<file path="config.mk">
export PLATFORM = sky130hd
export DESIGN_NAME = booth_mul16
export DESIGN_NICKNAME = d
export VERILOG_FILES = /design/src/rtl/booth_mul16_pkg.sv /design/src/rtl/booth_step.sv /design/src/rtl/booth_mul16.sv
export SDC_FILE = /design/constraint.sdc
export NUM_CORES = 1
export LEC_CHECK = 0
export ABC_CLOCK_PERIOD_IN_PS = 3850
export CAP_MARGIN = 0
export CORE_MARGIN = 2
export CORE_UTILIZATION = 45
export DETAILED_ROUTE_END_ITERATION = 12
export PLACE_DENSITY = 0.69
export SYNTH_ARGS = -nofsm -noshare
export SYNTH_HDL_FRONTEND = slang
export SYNTH_SLANG_ARGS = --single-unit
export TNS_END_PERCENT = 1
</file>
<file path="constraint.sdc">
create_clock -name Clock -period 3.85 [get_ports Clock]
set_clock_uncertainty 0.05 [all_clocks]
set_input_delay 0.9625 -clock Clock [delete_from_list [all_inputs] [get_ports Clock]]
set_output_delay 0.9625 -clock Clock [all_outputs]
set_load 0.005 [all_outputs]
</file>
<file path="src/rtl/booth_mul16_pkg.sv">
// Shared definitions for the signed multiply unit.
// Latency: n/a (definitions only).
// Backpressure: n/a.
//
// Holds the multiplier FSM encoding, the default RAM address of the product
// high word, and the ALU opcode that selects the multiplier.
package booth_mul16_pkg;

  typedef enum logic [1:0] {
    IDLE = 2'd0,
    RUN  = 2'd1,
    DONE = 2'd2
  } state_t;

  // Product high word is always written to this fixed RAM location.
  localparam logic [7:0] HIGH_ADDR_DEFAULT = 8'd9;

  // ALU opcode that dispatches to the multiplier.
  localparam logic [5:0] OP_SMUL = 6'b011000;

endpackage

</file>
<file path="src/rtl/booth_step.sv">
// One radix-2 Booth iteration: conditional add/subtract of M, then arithmetic shift right.
// Latency: purely combinational.
// Backpressure: none.
//
// Ports:
//   acc, q, qM1          current {Acc, Q, q_1}; acc is WIDTH+1 bits
//   mult                 multiplicand sign-extended to WIDTH+1 bits
//   accShift, qShift,
//   qM1Shift             {Acc, Q, q_1} after the add/subtract and the shift
module booth_step #(
  parameter int WIDTH = 16
) (
  input  logic [WIDTH:0]   acc,
  input  logic [WIDTH-1:0] q,
  input  logic             qM1,
  input  logic [WIDTH:0]   mult,
  output logic [WIDTH:0]   accShift,
  output logic [WIDTH-1:0] qShift,
  output logic             qM1Shift
);

  logic [WIDTH:0] sum;

  always_comb begin
    sum = acc;
    unique case ({q[0], qM1})
      2'b01:   sum = acc + mult;
      2'b10:   sum = acc - mult;
      default: sum = acc;
    endcase
  end

  // Arithmetic shift of the concatenation {sum, q, qM1}: the sign of sum is
  // replicated, the LSB of sum moves into the top of Q, Q[0] becomes q_1.
  assign accShift = {sum[WIDTH], sum[WIDTH:1]};
  assign qShift   = {sum[0], q[WIDTH-1:1]};
  assign qM1Shift = q[0];

endmodule

</file>
<file path="src/rtl/booth_mul16.sv">
// Sequential signed multiplier (radix-2 Booth, one step per cycle) writing its product to RAM.
// Latency: start accepted at edge 0 -> oDone high after edge WIDTH+1; back-to-back starts from DONE.
// Backpressure: none; iStart is ignored while busy, callers must watch oBusy/oDone.
//
// Ports:
//   Clock, Reset             clock, asynchronous active-low reset
//   iStart, iA, iB           start request and two's complement operands
//   iDestination             RAM address for the low word, captured with the operands
//   oBusy                    high while iterating
//   oDone                    one-cycle result-valid pulse
//   oResultLow/oResultHigh   product halves, held until the next result
//   oDestination             low-word RAM write address
//   oWriteEnable             low-word RAM write strobe
//   oMulEnable               high-word RAM write strobe (address HIGH_ADDR)
module booth_mul16
  import booth_mul16_pkg::*;
#(
  parameter int         WIDTH     = 16,
  parameter logic [7:0] HIGH_ADDR = HIGH_ADDR_DEFAULT
) (
  input  logic             Clock,
  input  logic             Reset,
  input  logic             iStart,
  input  logic [WIDTH-1:0] iA,
  input  logic [WIDTH-1:0] iB,
  input  logic [7:0]       iDestination,
  output logic             oBusy,
  output logic             oDone,
  output logic [WIDTH-1:0] oResultLow,
  output logic [WIDTH-1:0] oResultHigh,
  output logic [7:0]       oDestination,
  output logic             oWriteEnable,
  output logic             oMulEnable
);

  localparam int CW = $clog2(WIDTH + 1);

  state_t           state;
  state_t           stateNext;
  logic [CW-1:0]    count;
  logic [WIDTH:0]   acc;
  logic [WIDTH-1:0] q;
  logic             qM1;
  logic [WIDTH:0]   mult;
  logic [7:0]       destHold;

  logic [WIDTH:0]   accShift;
  logic [WIDTH-1:0] qShift;
  logic             qM1Shift;

  logic loadOp;
  logic stepOp;
  logic finishOp;

  booth_step #(.WIDTH(WIDTH)) uStep (
    .acc      (acc),
    .q        (q),
    .qM1      (qM1),
    .mult     (mult),
    .accShift (accShift),
    .qShift   (qShift),
    .qM1Shift (qM1Shift)
  );

  // A new operation may start from IDLE or straight out of DONE.
  assign loadOp   = iStart && (state == IDLE || state == DONE);
  assign stepOp   = (state == RUN) && (count != '0);
  // One extra RUN cycle after the last step commits the product to the outputs.
  assign finishOp = (state == RUN) && (count == '0);

  always_comb begin
    stateNext = state;
    unique case (state)
      IDLE:    if (iStart) stateNext = RUN;
      RUN:     if (count == '0) stateNext = DONE;
      DONE:    stateNext = iStart ? RUN : IDLE;
      default: stateNext = IDLE;
    endcase
  end

  always_ff @(posedge Clock or negedge Reset) begin
    if (!Reset) begin
      state        <= IDLE;
      count        <= '0;
      acc          <= '0;
      q            <= '0;
      qM1          <= 1'b0;
      mult         <= '0;
      destHold     <= '0;
      oResultLow   <= '0;
      oResultHigh  <= '0;
      oDestination <= '0;
    end else begin
      state <= stateNext;
      if (loadOp) begin
        mult     <= {iA[WIDTH-1], iA};
        q        <= iB;
        acc      <= '0;
        qM1      <= 1'b0;
        count    <= CW'(WIDTH);
        destHold <= iDestination;
      end else if (stepOp) begin
        acc   <= accShift;
        q     <= qShift;
        qM1   <= qM1Shift;
        count <= count - CW'(1);
      end
      if (finishOp) begin
        // acc[WIDTH] is only a guard bit; the 2*WIDTH product is {acc[WIDTH-1:0], q}.
        oResultLow   <= q;
        oResultHigh  <= acc[WIDTH-1:0];
        oDestination <= destHold;
      end
    end
  end

  assign oBusy        = (state == RUN);
  assign oDone        = (state == DONE);
  assign oWriteEnable = oDone;
  assign oMulEnable   = oDone;

  // The low-word write must never land on the fixed high-word address.
  aDestNotHigh: assert property (@(posedge Clock) disable iff (!Reset)
    oWriteEnable |-> (oDestination != HIGH_ADDR));

endmodule

</file>
==> out/summary.md, run 1 <==
### Run status
* **run status** finished, final reports clean

### Final layout
* **footprint of the multi-input gates** 2490 µm²
* **Inserted Diodes** 0
* **ratio of cells with drive above 1 in the final layout** 6.51%
* **synth-to-layout area growth** 24.0%
* **Filler Cells Inserted** 1,058
* **footprint of the flip-flops and latches** 2600 µm²
* **net count reported at finish** 734
* **final std cells w/o fill** 819

### Timing
* **setup repair after global routing missed its margin** no
* **Fmax achieved** 307 MHz
* **final sum of negative setup slack** 0 ns
* **measured slew at the worst slew-check pin** 1.06 ns
* **post-route clock period utilization** 84.5%
* **final worst-path setup slack** 0.597 ns
* **number of setup violations in the final report** 0
* **Max-Slew Margin vs Limit** 28.8%
* **number of endpoints with negative hold slack in the final report** 0
* **min cycle time layout** 3.25 ns
* **final max-slew violation count** 0
* **tightest hold margin** 0.418 ns

### Clocking
* **number of buffers inserted for hold repair after clock tree synthesis** 0
* **Gates resized, CTS repair** 0
* **Worst-Skew Late Latency** 0.35 ns
* **number of buffers on the longest clock path** 2
* **Clock H-tree levels** 3
* **buffer count from post-CTS setup fixing** 0
* **CTS sink count** 104
* **Inserted Clock Buffers** 9
* **Clock Root Buffer** sky130_fd_sc_hd__clkbuf_16
* **clock transition at the register clock pins on the worst setup and hold paths after CTS** 0.07 ns
* **TritonCTS clock tree** built

### Placed design
* **setup slack at placement** 0.667 ns
* **Post-Place Cells** 803
* **number of port buffers** 86
* **Detailed Place HPWL** 8.07 mm
* **placer congestion estimate** 0.868

### Floorplan
* **die outline area** 12,600 µm²
* **Std-Cell Rows** 39
* **CORE AREA** 11,400 µm²
* **height of the die** 112 µm
* **Initial Utilization** 46.1%
* **die width** 112 µm
* **ports placed on the boundary** 87

### Global route
* **GRT busiest layer** met2
* **maximum number of pins on one net before global-route repair** 79
* **number of antenna violations at the first check in global routing** 0
* **total congestion overflow** 0
* **met3 Use GR** 3.35%
* **first-pass GRT wire length** 19.5 mm
* **via count of the first global-routing pass** 4,169
* **grt met1 use** 25.7%
* **Tot GR Track Use** 18.9%
* **routing usage on met2** 30.6%

### Synthesis
* **number of enable-type register cells in the synthesized netlist** 0
* **Syn. warnings** 0
* **largest area contributor in the netlist** sky130_fd_sc_hd__dfrtp_1
* **flop and latch count out of synthesis** 104
* **Distinct cells, synth** 47
* **ys async rst share** 100%
* **synthesized netlist cell count** 597
* **sequential element share of the synthesized area** 49.4%
* **post-synth net total** 660
* **commonest cells in the synthesized netlist** sky130_fd_sc_hd__nand2_1, sky130_fd_sc_hd__dfrtp_1, sky130_fd_sc_hd__a21oi_1
* **most used standard cell by instance count after synthesis** sky130_fd_sc_hd__nand2_1
* **Yosys top cell area share** 49.4%
* **summed instance area of the synthesized netlist** 5260 µm²
* **main area contributors after synthesis** sky130_fd_sc_hd__dfrtp_1, sky130_fd_sc_hd__nand2_1, sky130_fd_sc_hd__ha_1
* **average size of a mapped cell** 8.82 µm²
* **Primary FF master, synth** sky130_fd_sc_hd__dfrtp_1

### Critical path
* **ordered list of cells on the worst path** nor2_1 -> nor4b_1 -> and2_1 -> a21oi_1 -> xnor2_1 -> ha_1 -> o21ai_0 -> o21bai_1 -> a21o_1 -> a21oi_1 -> o31ai_2 -> xnor2_1 -> o211ai_1
* **startpoint class of the critical path** flop
* **maximum single-stage delay on the critical path** 0.45 ns
* **Critical Path Slowest Stage Cell** sky130_fd_sc_hd__dfrtp_1
* **critical setup path kind** flop to flop
* **largest fanout on the critical path** 5
* **Crit path required time** 4.07 ns
* **arrival time at the worst endpoint** 3.47 ns
* **type of element capturing the critical path** flop

### Routing
* **number of DRC violations after detailed-routing iteration 0** 323
* **vias after detailed routing** 4,218
* **Pre-Repair DR Iteration Count** 4
* **routed vias/inst** 5.15
* **post-route DRC violation count** 0
* **Detail Route Antenna Nets** 0
* **Total Routed Length** 11.4 mm
* **Avg WL per Cell** 13.9 µm

### Power and ir drop
* **power per cell area** 1040 nW/µm²
* **Max rail drop VDD** 0.417 mV
* **leakage power of the design** 3.08 nW

### Job
* **number of maximum-capacitance violations** 0

### Min path
* **worst hold path class** flop to flop

-- path summary, 6_finish.rpt --
path,cells after the start,to,slack [ns],from
worst max-delay path,13,acc[14],0.60,mult[2]
worst min-delay path,2,oDestination[0],0.42,destHold[0]
worst max register to register,13,acc[14],0.60,mult[2]
worst min register to register,2,oDestination[0],0.42,destHold[0]
max in group asynchronous,2,mult[9],2.25,Reset
min in group asynchronous,1,oResultHigh[15],0.70,Reset
-- layout by cell type, fill, tap and decap left out, types with 2 or more instances in the layout --
cell                              netlist  layout
sky130_fd_sc_hd__nand2_1              219     219
sky130_fd_sc_hd__dfrtp_1              104     104
sky130_fd_sc_hd__clkdlybuf4s50_1        0      85
sky130_fd_sc_hd__a21oi_1               27      27
sky130_fd_sc_hd__nor2_1                26      26
sky130_fd_sc_hd__nand3_1               26      26
sky130_fd_sc_hd__xnor2_1               23      23
sky130_fd_sc_hd__o21ai_0               19      19
sky130_fd_sc_hd__ha_1                  19      19
sky130_fd_sc_hd__a22oi_1               15      15
sky130_fd_sc_hd__inv_1                 11      11
sky130_fd_sc_hd__o211ai_1              10      10
sky130_fd_sc_hd__clkbuf_16              0       9
sky130_fd_sc_hd__buf_4                  3       9
sky130_fd_sc_hd__xor2_1                 8       8
sky130_fd_sc_hd__nand2b_1               6       6
sky130_fd_sc_hd__a21o_1                 5       5
sky130_fd_sc_hd__mux2_2                 4       4
sky130_fd_sc_hd__o21bai_1               4       4
sky130_fd_sc_hd__a211oi_1               3       3
sky130_fd_sc_hd__and2b_1                2       2
sky130_fd_sc_hd__nor4_2                 2       2
sky130_fd_sc_hd__a31oi_1                2       2
sky130_fd_sc_hd__nor4_1                 2       2
sky130_fd_sc_hd__nor3_1                 2       2
sky130_fd_sc_hd__nor2_2                 2       2
sky130_fd_sc_hd__a21oi_2                2       2
sky130_fd_sc_hd__a41o_1                 2       2
sky130_fd_sc_hd__inv_6                  0       2
sky130_fd_sc_hd__clkinv_2               0       2
-- metal layers --
layer  share of wire [%]  wire length [µm]
met1                  49              5560
met2                  46              5230
met3                 3.7               422
met4                 1.6               182
met5                   0                 0
-- power breakdown --
group | internal (mW) | switching, mW
registers | 1.60 | 0.420
logic | 1.79 | 2.07
clock network | 0.464 | 0.426
total | 3.85 | 2.92
-- worst max-delay path: cells and delay by family, from the launching register on --
kind            cells  cell delay [ns]
compound gates      7             1.14
flops               1             0.45
fa+ha+maj           1             0.36
xor+xnor            2             0.29
simple gates        3             0.89
-- cell type report --
cell class,instances,share of cell area [%]
sequential,104,39.9
clock buffer,10,3.66
timing repair buffer,94,14.1
clock inverter,6,0.786
multi-input combinational,450,38.2
tap,143,2.74
inverter,12,0.690
-- per-stage QoR --
stage	area (µm²)	util, %	power (mW)
floorplan	5260	-	4.83
global placement	6240	54.6	5.75
detailed placement	6240	54.6	5.90
CTS	6530	57.2	6.81
global route	6530	57.2	7.38
finish	6530	57.2	6.77
-- logic make-up (layout without fill, tap and decap cells) --
family,after synthesis,count (layout),share of synthesized area (%)
buffers and inverters,43,122,3.49
muxes,5,5,1.05
DFF,104,104,49.4
adders and majority gates,20,20,4.90
xor gates and xnor gates,32,32,5.47
AOI/OAI and AO/OA,97,97,12.1
and+or+nand+nor,296,296,23.6
-- registers in the layout (all words and copies together), names as in the netlist --
| signal | cells |
|---|---|
| destHold | 8 |
| oResultLow | 16 |
| acc | 16 |
| mult | 16 |
| oDestination | 8 |
| qM1 | 1 |
| state | 2 |
| oResultHigh | 16 |
| q | 16 |
| count | 5 |
Power figures use the tool's default switching activity.
==> run 2: changes to the inputs <==
--- a/config.mk
+++ b/config.mk
@@ -5,12 +5,12 @@
 export SDC_FILE = /design/constraint.sdc
 export NUM_CORES = 1
 export LEC_CHECK = 0
-export ABC_CLOCK_PERIOD_IN_PS = 3850
+export ABC_CLOCK_PERIOD_IN_PS = 2700
 export CAP_MARGIN = 0
 export CORE_MARGIN = 2
 export CORE_UTILIZATION = 45
 export DETAILED_ROUTE_END_ITERATION = 12
-export PLACE_DENSITY = 0.69
+export PLACE_DENSITY = 0.72
 export SYNTH_ARGS = -nofsm -noshare
 export SYNTH_HDL_FRONTEND = slang
 export SYNTH_SLANG_ARGS = --single-unit
==> constraint.sdc (replaced) <==
create_clock -name Clock -period 2.7 [get_ports Clock]
set_clock_uncertainty 0.05 [all_clocks]
set_input_delay 0.675 -clock Clock [delete_from_list [all_inputs] [get_ports Clock]]
set_output_delay 0.675 -clock Clock [all_outputs]
set_load 0.005 [all_outputs]
==> out/summary.md, run 2 (synthesis gave the netlist of run 1 again) <==
### Run status
* **run status** finished, violations left, was finished, final reports clean
* **violated checks** setup timing

### Power and ir drop
* **power per cell area** 1560 nW/µm², was 1040 nW/µm²
* **leakage power of the design** 3.34 nW, was 3.08 nW
* **Max rail drop VDD** 0.642 mV, was 0.417 mV

### Clocking
* **Clock Root Buffer** sky130_fd_sc_hd__clkbuf_16, unchanged
* **Inserted Clock Buffers** 9, unchanged
* **TritonCTS clock tree** built, unchanged
* **Clock H-tree levels** 3, unchanged
* **number of buffers inserted for hold repair after clock tree synthesis** 0, unchanged
* **clock transition at the register clock pins on the worst setup and hold paths after CTS** 0.07 ns, about the same
* **number of buffers on the longest clock path** 2, unchanged
* **Worst-Skew Late Latency** 0.35 ns, about the same
* **CTS sink count** 104, unchanged

### Routing
* **number of DRC violations after detailed-routing iteration 0** 250, was 323
* **routed vias/inst** 5.14, was 5.15
* **Detail Route Antenna Nets** 0, unchanged
* **post-route DRC violation count** 0, unchanged
* **Pre-Repair DR Iteration Count** 4, unchanged
* **Total Routed Length** 12.1 mm, was 11.4 mm
* **Avg WL per Cell** 14.1 µm, was 13.9 µm
* **vias after detailed routing** 4,428, was 4,218

### Timing
* **measured slew at the worst slew-check pin** 1.03 ns, was 1.06 ns
* **number of setup violations in the final report** 5, was 0
* **Max-Slew Margin vs Limit** 30.7%, was 28.8%
* **Fmax achieved** 358 MHz, was 307 MHz
* **tightest hold margin** 0.0971 ns, was 0.418 ns
* **final worst-path setup slack** -0.0970 ns, was 0.597 ns
* **final max-slew violation count** 0, unchanged
* **post-route clock period utilization** 104%, was 84.5%
* **setup repair after global routing missed its margin** yes, was no
* **number of endpoints with negative hold slack in the final report** 0, unchanged
* **min cycle time layout** 2.80 ns, was 3.25 ns

### Global route
* **maximum number of pins on one net before global-route repair** 64, was 79
* **number of antenna violations at the first check in global routing** 0, unchanged
* **Tot GR Track Use** 20.0%, was 18.9%
* **via count of the first global-routing pass** 4,432, was 4,169
* **total congestion overflow** 0, unchanged
* **first-pass GRT wire length** 20.9 mm, was 19.5 mm

### Critical path
* **largest fanout on the critical path** 3, was 5
* **arrival time at the worst endpoint** 3.01 ns, was 3.47 ns
* **end of the worst register-to-register path** acc[14], unchanged
* **logic depth of the worst register-to-register path** 14, was 13
* **critical setup path kind** flop to flop, unchanged
* **launching point of the worst reg2reg path** mult[0], was mult[2]
* **startpoint class of the critical path** flop, unchanged
* **Crit path required time** 2.92 ns, was 4.07 ns
* **type of element capturing the critical path** flop, unchanged
* **worst reg-to-reg setup slack** -0.1 ns, was 0.60 ns

### Placed design
* **number of port buffers** 86, unchanged
* **setup slack at placement** -0.212 ns, was 0.667 ns
* **Detailed Place HPWL** 8.44 mm, was 8.07 mm
* **placed inst area** 6520 µm², was 6240 µm²
* **placer congestion estimate** 0.826, was 0.868

### Floorplan
* **height of the die** 112 µm, unchanged
* **die outline area** 12,600 µm², unchanged
* **Std-Cell Rows** 39, unchanged
* **die width** 112 µm, unchanged
* **CORE AREA** 11,400 µm², unchanged
* **ports placed on the boundary** 87, unchanged
* **Initial Utilization** 46.1%, unchanged

### Final layout
* **top library cells by usage in the layout, fill and taps aside** sky130_fd_sc_hd__nand2_1, sky130_fd_sc_hd__dfrtp_1, sky130_fd_sc_hd__clkdlybuf4s50_1, unchanged
* **Inserted Diodes** 0, unchanged
* **synth-to-layout area growth** 33.4%, was 24.0%
* **Layout Cell Area excl Fill** 7020 µm², was 6530 µm²
* **ratio of cells with drive above 1 in the final layout** 15.2%, was 6.51%
* **net count reported at finish** 776, was 734
* **commonest non-fill, non-tap cell in the layout** sky130_fd_sc_hd__nand2_1, unchanged

### Job
* **number of maximum-capacitance violations** 0, unchanged

### Min path
* **worst hold path class** input port to asynchronous set/reset pin, was flop to flop

[run 2: changes by cell type in the layout (fill, tap and decap cells not counted), moves of 3 or more]
cell and change:
sky130_fd_sc_hd__buf_4 +38, sky130_fd_sc_hd__a21oi_1 -8, sky130_fd_sc_hd__buf_6 +3, sky130_fd_sc_hd__o21ai_0 -4
sky130_fd_sc_hd__ha_1 -4, sky130_fd_sc_hd__a21oi_2 +7, sky130_fd_sc_hd__o21ai_1 +3
[run 2: critical path: stages, from the launching register on]
cell and delay, ns:
sky130_fd_sc_hd__dfrtp_1 0.41, sky130_fd_sc_hd__inv_2 0.09, sky130_fd_sc_hd__ha_4 0.13, sky130_fd_sc_hd__nor4b_4 0.21, sky130_fd_sc_hd__nand2_1 0.13, sky130_fd_sc_hd__o21bai_2 0.22
sky130_fd_sc_hd__xor2_1 0.19, sky130_fd_sc_hd__ha_1 0.29, sky130_fd_sc_hd__a211oi_2 0.19, sky130_fd_sc_hd__o21bai_1 0.10, sky130_fd_sc_hd__a21o_1 0.20, sky130_fd_sc_hd__a21oi_2 0.15
sky130_fd_sc_hd__o31ai_2 0.09, sky130_fd_sc_hd__xnor2_1 0.13, sky130_fd_sc_hd__o211ai_1 0.15
[run 2: final cells by class]
cell class | instances | area [µm²]
clock inverter | 4 | 58.8
inverter | 12 | 45.0
sequential | 104 | 2600
timing repair buffer | 136 | 1260
multi-input combinational | 450 | 2630
fill | 991 | 4400
clock buffer | 12 | 246
tap | 143 | 179
[run 2: repair_timing]
action	CTS	global route
endpoints found under the setup margin	8	12
pin swaps	24	4
buffers inserted	7	0
resized for setup	26	10
[run 2: power breakdown]
| group | internal, mW | switching [mW] | total [mW] |
|---|---|---|---|
| Clock | 0.759 | 0.586 | 1.35 |
| Sequential | 2.29 | 0.595 | 2.88 |
| Combinational | 3.37 | 3.37 | 6.75 |
| Total | 6.42 | 4.55 | 11.0 |
[run 2: worst max path at each step]
stage	slack, ns	from	endpoint	depth (start not counted)
3_3_place_gp	-0.09	mult[0]	acc[14]	14
2_1_floorplan	-0.07	mult[0]	acc[14]	14
6_report	-0.1	mult[0]	acc[14]	14
3_5_place_dp	-0.21	mult[3]	acc[14]	13
5_1_grt	-0.30	mult[0]	acc[14]	14
4_1_cts	-0.01	mult[0]	acc[15]	13
[run 2: routing by layer]
metal	GRT usage (%)	vias to the layer above	wire length (µm)
met5	0	-	0
met4	7.80	0	249
met3	2.86	15	491
met2	33.1	101	5830
met1	26.9	2101	5550
li1	-	2211	-
[run 2: stage by stage]
stage / std cells / util (%) / total power, mW / setup TNS (ns)
6_report: 861 / 61.5 / 11.0 / -0.271
5_1_grt: 861 / 61.5 / 11.9 / -1.62
4_1_cts: 861 / 61.0 / 10.8 / -0.0156
3_5_place_dp: 838 / 57.1 / 9.05 / -0.802
3_3_place_gp: 838 / 57.1 / 8.80 / -0.0916
2_1_floorplan: 597 / - / 6.89 / -0.0651
